**config.mk**
```make
export PLATFORM = sky130hd
export DESIGN_NAME = run_merger
export DESIGN_NICKNAME = d
export VERILOG_FILES = /design/src/rtl/merge_pkg.sv /design/src/rtl/merge_key_cmp.sv /design/src/rtl/run_merger.sv
export SDC_FILE = /design/constraint.sdc
export NUM_CORES = 1
export LEC_CHECK = 0
export BUFFER_PORTS_ARGS = -buffer_cell sky130_fd_sc_hd__buf_2
export CELL_PAD_IN_SITES_DETAIL_PLACEMENT = 0
export CELL_PAD_IN_SITES_GLOBAL_PLACEMENT = 1
export CORE_MARGIN = 2
export CORE_UTILIZATION = 42
export CTS_BUF_LIST = sky130_fd_sc_hd__clkbuf_16
export DETAILED_ROUTE_END_ITERATION = 7
export GPL_TIMING_DRIVEN = 0
export HOLD_SLACK_MARGIN = 0.1
export PLACE_DENSITY = 0.95
export SLEW_MARGIN = 20
export SYNTH_ARGS = -nofsm -noshare
export SYNTH_HDL_FRONTEND = slang
export SYNTH_SLANG_ARGS = --single-unit
```
**constraint.sdc**
```tcl
create_clock -name i_clk -period 5.65 [get_ports i_clk]
set_input_delay 0.8475 -clock i_clk [delete_from_list [all_inputs] [get_ports i_clk]]
set_output_delay 0.8475 -clock i_clk [all_outputs]
set_load 0.01 [all_outputs]
```
**src/rtl/merge_pkg.sv**
```systemverilog
`default_nettype none
// ============================================================================
//  Module      : merge_pkg
//  Description : Shared types, constants and key extraction for the merge tree.
//  Revision    : 1.0 - initial release
// ============================================================================
package merge_pkg;

    typedef enum logic [1:0] {
        MERGE    = 2'd0,
        DRAIN_A  = 2'd1,
        DRAIN_B  = 2'd2,
        FINISHED = 2'd3
    } merge_state_e;

    // Widest record any merger instance may carry; keys are extracted at this width.
    localparam int MAX_DATA_W = 512;

    localparam logic [MAX_DATA_W-1:0] TERM_KEY = '0;

    function automatic logic [MAX_DATA_W-1:0] key_of(
        input logic [MAX_DATA_W-1:0] data,
        input int                    key_w
    );
        logic [MAX_DATA_W-1:0] key;
        for (int i = 0; i < MAX_DATA_W; i++) begin
            key[i] = (i < key_w) ? data[i] : 1'b0;
        end
        return key;
    endfunction

endpackage
`default_nettype wire

```
**src/rtl/merge_key_cmp.sv**
```systemverilog
`default_nettype none
// ============================================================================
//  Module      : merge_key_cmp
//  Description : Unsigned key comparator; selects A on ties for a stable merge.
//  Revision    : 1.0 - initial release
// ============================================================================
module merge_key_cmp #(
    parameter int KEY_W   = 32,
    parameter bit DESCEND = 1'b0
) (
    input  logic [KEY_W-1:0] i_a_key,
    input  logic [KEY_W-1:0] i_b_key,
    output logic             o_sel_a
);

    generate
        if (DESCEND) begin : g_descend
            assign o_sel_a = (i_a_key >= i_b_key);
        end else begin : g_ascend
            assign o_sel_a = (i_a_key <= i_b_key);
        end
    endgenerate

endmodule
`default_nettype wire

```
**src/rtl/run_merger.sv**
```systemverilog
`default_nettype none
// ============================================================================
//  Module      : run_merger
//  Description : 2-to-1 merge of zero-terminated sorted runs with registered output.
//  Revision    : 1.0 - initial release
// ============================================================================
module run_merger
    import merge_pkg::*;
#(
    parameter int DATA_W  = 32,
    parameter int KEY_W   = 32,
    parameter bit DESCEND = 1'b0,
    parameter int CNT_W   = 16
) (
    input  logic              i_clk,
    input  logic              i_rst,
    input  logic [DATA_W-1:0] i_a_data,
    input  logic              i_a_empty,
    input  logic              i_a_last,
    output logic              o_a_pop,
    input  logic [DATA_W-1:0] i_b_data,
    input  logic              i_b_empty,
    input  logic              i_b_last,
    output logic              o_b_pop,
    input  logic              i_out_full,
    output logic [DATA_W-1:0] o_data,
    output logic              o_valid,
    output logic [CNT_W-1:0]  o_runs,
    output logic              o_done
);

    merge_state_e          r_state_q,  w_state_d;
    logic                  r_a_last_q, w_a_last_d;
    logic                  r_b_last_q, w_b_last_d;
    logic [DATA_W-1:0]     r_data_q,   w_data_d;
    logic                  r_valid_q,  w_valid_d;
    logic [CNT_W-1:0]      r_runs_q,   w_runs_d;
    logic                  r_done_q,   w_done_d;

    logic [MAX_DATA_W-1:0] w_a_key_full, w_b_key_full;
    logic [KEY_W-1:0]      w_a_key, w_b_key;
    logic                  w_a_term, w_b_term, w_sel_a, w_go;
    logic                  w_a_pop, w_b_pop;

    assign w_a_key_full = key_of(MAX_DATA_W'(i_a_data), KEY_W);
    assign w_b_key_full = key_of(MAX_DATA_W'(i_b_data), KEY_W);
    assign w_a_term     = (w_a_key_full == TERM_KEY);
    assign w_b_term     = (w_b_key_full == TERM_KEY);
    assign w_a_key      = w_a_key_full[KEY_W-1:0];
    assign w_b_key      = w_b_key_full[KEY_W-1:0];
    assign w_go         = !i_rst && !i_out_full;

    merge_key_cmp #(
        .KEY_W   (KEY_W),
        .DESCEND (DESCEND)
    ) u_cmp (
        .i_a_key (w_a_key),
        .i_b_key (w_b_key),
        .o_sel_a (w_sel_a)
    );

    always_comb begin
        w_state_d  = r_state_q;
        w_a_last_d = r_a_last_q;
        w_b_last_d = r_b_last_q;
        w_data_d   = r_data_q;
        w_valid_d  = 1'b0;
        w_runs_d   = r_runs_q;
        w_a_pop    = 1'b0;
        w_b_pop    = 1'b0;

        case (r_state_q)
            MERGE: begin
                if (w_go && !i_a_empty && !i_b_empty) begin
                    if (!w_a_term && !w_b_term) begin
                        w_valid_d = 1'b1;
                        if (w_sel_a) begin
                            w_a_pop  = 1'b1;
                            w_data_d = i_a_data;
                        end else begin
                            w_b_pop  = 1'b1;
                            w_data_d = i_b_data;
                        end
                    end else if (w_a_term && !w_b_term) begin
                        w_a_pop    = 1'b1;
                        w_a_last_d = i_a_last;
                        w_state_d  = DRAIN_B;
                    end else if (!w_a_term && w_b_term) begin
                        w_b_pop    = 1'b1;
                        w_b_last_d = i_b_last;
                        w_state_d  = DRAIN_A;
                    end else begin
                        w_a_pop   = 1'b1;
                        w_b_pop   = 1'b1;
                        w_valid_d = 1'b1;
                        w_data_d  = '0;
                        w_runs_d  = r_runs_q + CNT_W'(1);
                        w_state_d = (i_a_last && i_b_last) ? FINISHED : MERGE;
                    end
                end
            end
            DRAIN_B: begin
                if (w_go && !i_b_empty) begin
                    w_b_pop   = 1'b1;
                    w_valid_d = 1'b1;
                    w_data_d  = i_b_data;
                    if (w_b_term) begin
                        w_data_d = '0;
                        w_runs_d = r_runs_q + CNT_W'(1);
                        // A finished for good: B keeps draining alone until its own end
                        if (i_b_last && r_a_last_q) begin
                            w_state_d = FINISHED;
                        end else if (r_a_last_q) begin
                            w_state_d = DRAIN_B;
                        end else if (i_b_last) begin
                            w_b_last_d = 1'b1;
                            w_state_d  = DRAIN_A;
                        end else begin
                            w_state_d = MERGE;
                        end
                    end
                end
            end
            DRAIN_A: begin
                if (w_go && !i_a_empty) begin
                    w_a_pop   = 1'b1;
                    w_valid_d = 1'b1;
                    w_data_d  = i_a_data;
                    if (w_a_term) begin
                        w_data_d = '0;
                        w_runs_d = r_runs_q + CNT_W'(1);
                        if (i_a_last && r_b_last_q) begin
                            w_state_d = FINISHED;
                        end else if (r_b_last_q) begin
                            w_state_d = DRAIN_A;
                        end else if (i_a_last) begin
                            w_a_last_d = 1'b1;
                            w_state_d  = DRAIN_B;
                        end else begin
                            w_state_d = MERGE;
                        end
                    end
                end
            end
            default: begin
                w_state_d = FINISHED;
            end
        endcase

        w_done_d = (w_state_d == FINISHED);
    end

    always_ff @(posedge i_clk) begin
        if (i_rst) begin
            r_state_q  <= MERGE;
            r_a_last_q <= 1'b0;
            r_b_last_q <= 1'b0;
            r_data_q   <= '0;
            r_valid_q  <= 1'b0;
            r_runs_q   <= '0;
            r_done_q   <= 1'b0;
        end else begin
            r_state_q  <= w_state_d;
            r_a_last_q <= w_a_last_d;
            r_b_last_q <= w_b_last_d;
            r_data_q   <= w_data_d;
            r_valid_q  <= w_valid_d;
            r_runs_q   <= w_runs_d;
            r_done_q   <= w_done_d;
        end
    end

    assign o_a_pop = w_a_pop;
    assign o_b_pop = w_b_pop;
    assign o_data  = r_data_q;
    assign o_valid = r_valid_q;
    assign o_runs  = r_runs_q;
    assign o_done  = r_done_q;

endmodule
`default_nettype wire

```
==> metrics.md <==
| Metric | Value |
|---|---|
| Status | finished clean |
| Cell variety after synth | 52 |
| Die H | 112 um |
| Worst hold margin | 504 ps |
| CP endpoint kind | output port |
| Rows | 39 |
| MaxCap Viol Count | 0 |
| Final Max Slew Viols | 0 |
| Mean Syn Cell Area | 7.64 um^2 |
| DRT antenna net count | 0 |
| Crit path from | i_b_data[14] |
| Tot GR Track Use | 0.280 |
| Fin. Hold Viols | 0 |
| Max-slew headroom | 0.335 |
| Most frequent cells in the layout | buf_2, a21oi_1, dfxtp_1 |
| Crit start category | primary input |
| Flop pwr share | 0.419 |
| Residual DRC | 0 |
| EDFF count, synth | 0 |
| Leakage power | 2.57 nW |
| Root Driver | clkbuf_16 |
| Area Overhead vs Synth | 19.1% |
| Int Power | 0.686 mW |
| Hold-fix buffer count after cts | 0 |
| Hold Crit Start | o_runs[10]$_SDFFE_PP0P_ |
| Post-Syn Instances | 644 |
| Buffer count from post-CTS setup fixing | 0 |
| IO buf count | 121 |
| Slew @ Worst Pin | 988 ps |
| DR vias | 6013 |
| YS warnings | 0 |
| Worst EP required | 4800 ps |
| Critical R2R Launch | r_state_q[0]$_SDFF_PP0_ |
| Max Freq | 0.214 GHz |
| Min Clock Period, post-route | 4670 ps |
| Synth Flop Type | dfxtp_1 |
| Peak supply drop | 0.000130 V |
| Switch Pwr | 0.358 mW |
| Synth Cell Area | 4920 um^2 |
| Setup WS post-layout | 981 ps |
| Fillers | 1156 |
| First-pass GRT wire length | 29400 um |
| Placed Area | 5710 um^2 |
| # diodes | 0 |
| Die ar. | 12600 um^2 |
| Comb power frac | 0.251 |
| Crit path DAT | 3820 ps |
| Clock skew | 8.33 ps |
| Net Sw Frac | 0.343 |
| Vias in the first global route | 5785 |
| Initial Utilization | 0.431 |
| Synthesis-stage register bit count | 54 |
| Crit path kind | in2out |
| Total Routed Length | 18200 um |
| Period utilization | 0.826 |
| Nets | 884 |
| Count of clock tree sinks | 54 |
| Asr flop ratio synth | 0 |
| Synthesized Nets | 756 |
| Area occupied by multi-input gates | 3450 um^2 |
| Mean routed wirelength per cell | 19.9 um |
| Worst-path clk slew | 80 ps |
| Largest net degree at the start of global routing | 20 |
| P per Cell Area | 178 nW/um^2 |
| Htree depth | 2 |
| Most common cell after layout, fill and taps aside | buf_2 |
| Crit-path max FO | 10 |
| IO Count | 123 |
| Clk Latency, worst-skew pair | 310 ps |
| Setup Viol. Count Final | 0 |
| Unrepaired setup endpoints after global routing | false |
| TritonRoute pass-1 iters | 6 |
| Die X | 112 um |
| Clock share of power | 0.330 |
| CTS tree | yes |
| Seq/Total Area, Yosys | 0.220 |
| Share of cells above drive strength 1 | 0.185 |
| Post-DP HPWL | 13400 um |
| Max clock buf depth | 2 |
| Post-CTS Resized | 0 |
| Fin area | 5860 um^2 |
| Worst min path class | reg2reg |
| Setup TNS | 0 ps |
| Pre-CTS WS | 1130 ps |
| Sequential standard cell area | 1080 um^2 |
| Placer Congestion | 0.905 |
| Initial antenna violation count | 0 |
| CTS buffer count | 5 |
| Placeable Area | 11400 um^2 |
| Pwr Total | 1.04 mW |
| Vias per cell | 6.56 |
| First DRT Iteration DRCs | 583 |
| GRT overflow | 0 |
## worst paths after layout
path	slack [ps]	depth (start not counted)	end
min reg2reg	500	2	o_runs[10]$_SDFFE_PP0P_
min	500	2	o_runs[10]$_SDFFE_PP0P_
max reg2reg	2620	10	o_data[2]$_SDFFE_PP0P_
max	980	12	o_a_pop
## logic make-up (layout without fill, tap and decap cells)
family / Yosys count / count (layout) / share of synthesized area
simple gates: 183 / 183 / 0.208
flops: 54 / 54 / 0.220
fa+ha+maj: 41 / 41 / 0.104
mux: 1 / 1 / 0.00203
compound gates: 263 / 263 / 0.375
xor+xnor: 6 / 6 / 0.0107
buf+inv: 96 / 225 / 0.0801
## registers in the layout, summed over array words and instances, names as in the netlist
name / cells
o_valid: 1
o_runs: 16
r_state_q: 2
o_done: 1
r_b_last_q: 1
o_data: 32
r_a_last_q: 1
## area by class of cell
type                    instances  area share
clock buffers                   5      0.0213
well taps                     143      0.0305
inverters                      43      0.0275
flip-flops and latches         54       0.184
repair buffers                121       0.103
plain buffers                  53      0.0397
clock inverters                 3     0.00491
multi-input cells             494       0.588
## synth_stat cells, types with 19 or more instances
cell	n	area, um^2
or4_1	38	285
a21oi_1	54	270
o211ai_1	35	263
dfxtp_1	54	1080
ha_1	41	513
inv_1	43	161
clkbuf_1	44	165
a22o_1	32	280
o2111a_1	32	360
o21ai_1	25	125
nand4_1	19	119
nor4_1	21	131
o21ai_0	50	250
nand2_1	49	184
## layer usage
metal | track usage | part of all wire | wire length (um)
met5 | 0 | 0 | 0
met4 | 0.0707 | 0.016 | 291
met3 | 0.0535 | 0.089 | 1620
met2 | 0.461 | 0.46 | 8310
met1 | 0.380 | 0.44 | 7980
## power by group through the flow
stage	combinational (mW)	sequential (mW)	clock, mW
2_1_floorplan	0.124	0.453	0
5_1_grt	0.289	0.440	0.358
3_3_place_gp	0.251	0.444	0
3_5_place_dp	0.257	0.445	0
6_report	0.262	0.437	0.345
4_1_cts	0.258	0.436	0.343
## metrics by stage
stage               cells   util
floorplan             644      -
global placement      908  0.500
detailed placement    908  0.500
CTS                   916  0.513
global route          916  0.513
finish                916  0.513
## critical path, cell delays in order
cell,delay (ps)
buf_2,130
inv_1,50
ha_1,310
nand4_1,180
nor4_1,550
and3_1,310
o22ai_1,110
clkbuf_1,270
clkbuf_1,290
o21ai_0,410
a41o_1,220
buf_2,130
Note: power is estimated with default switching activity, not from simulation.
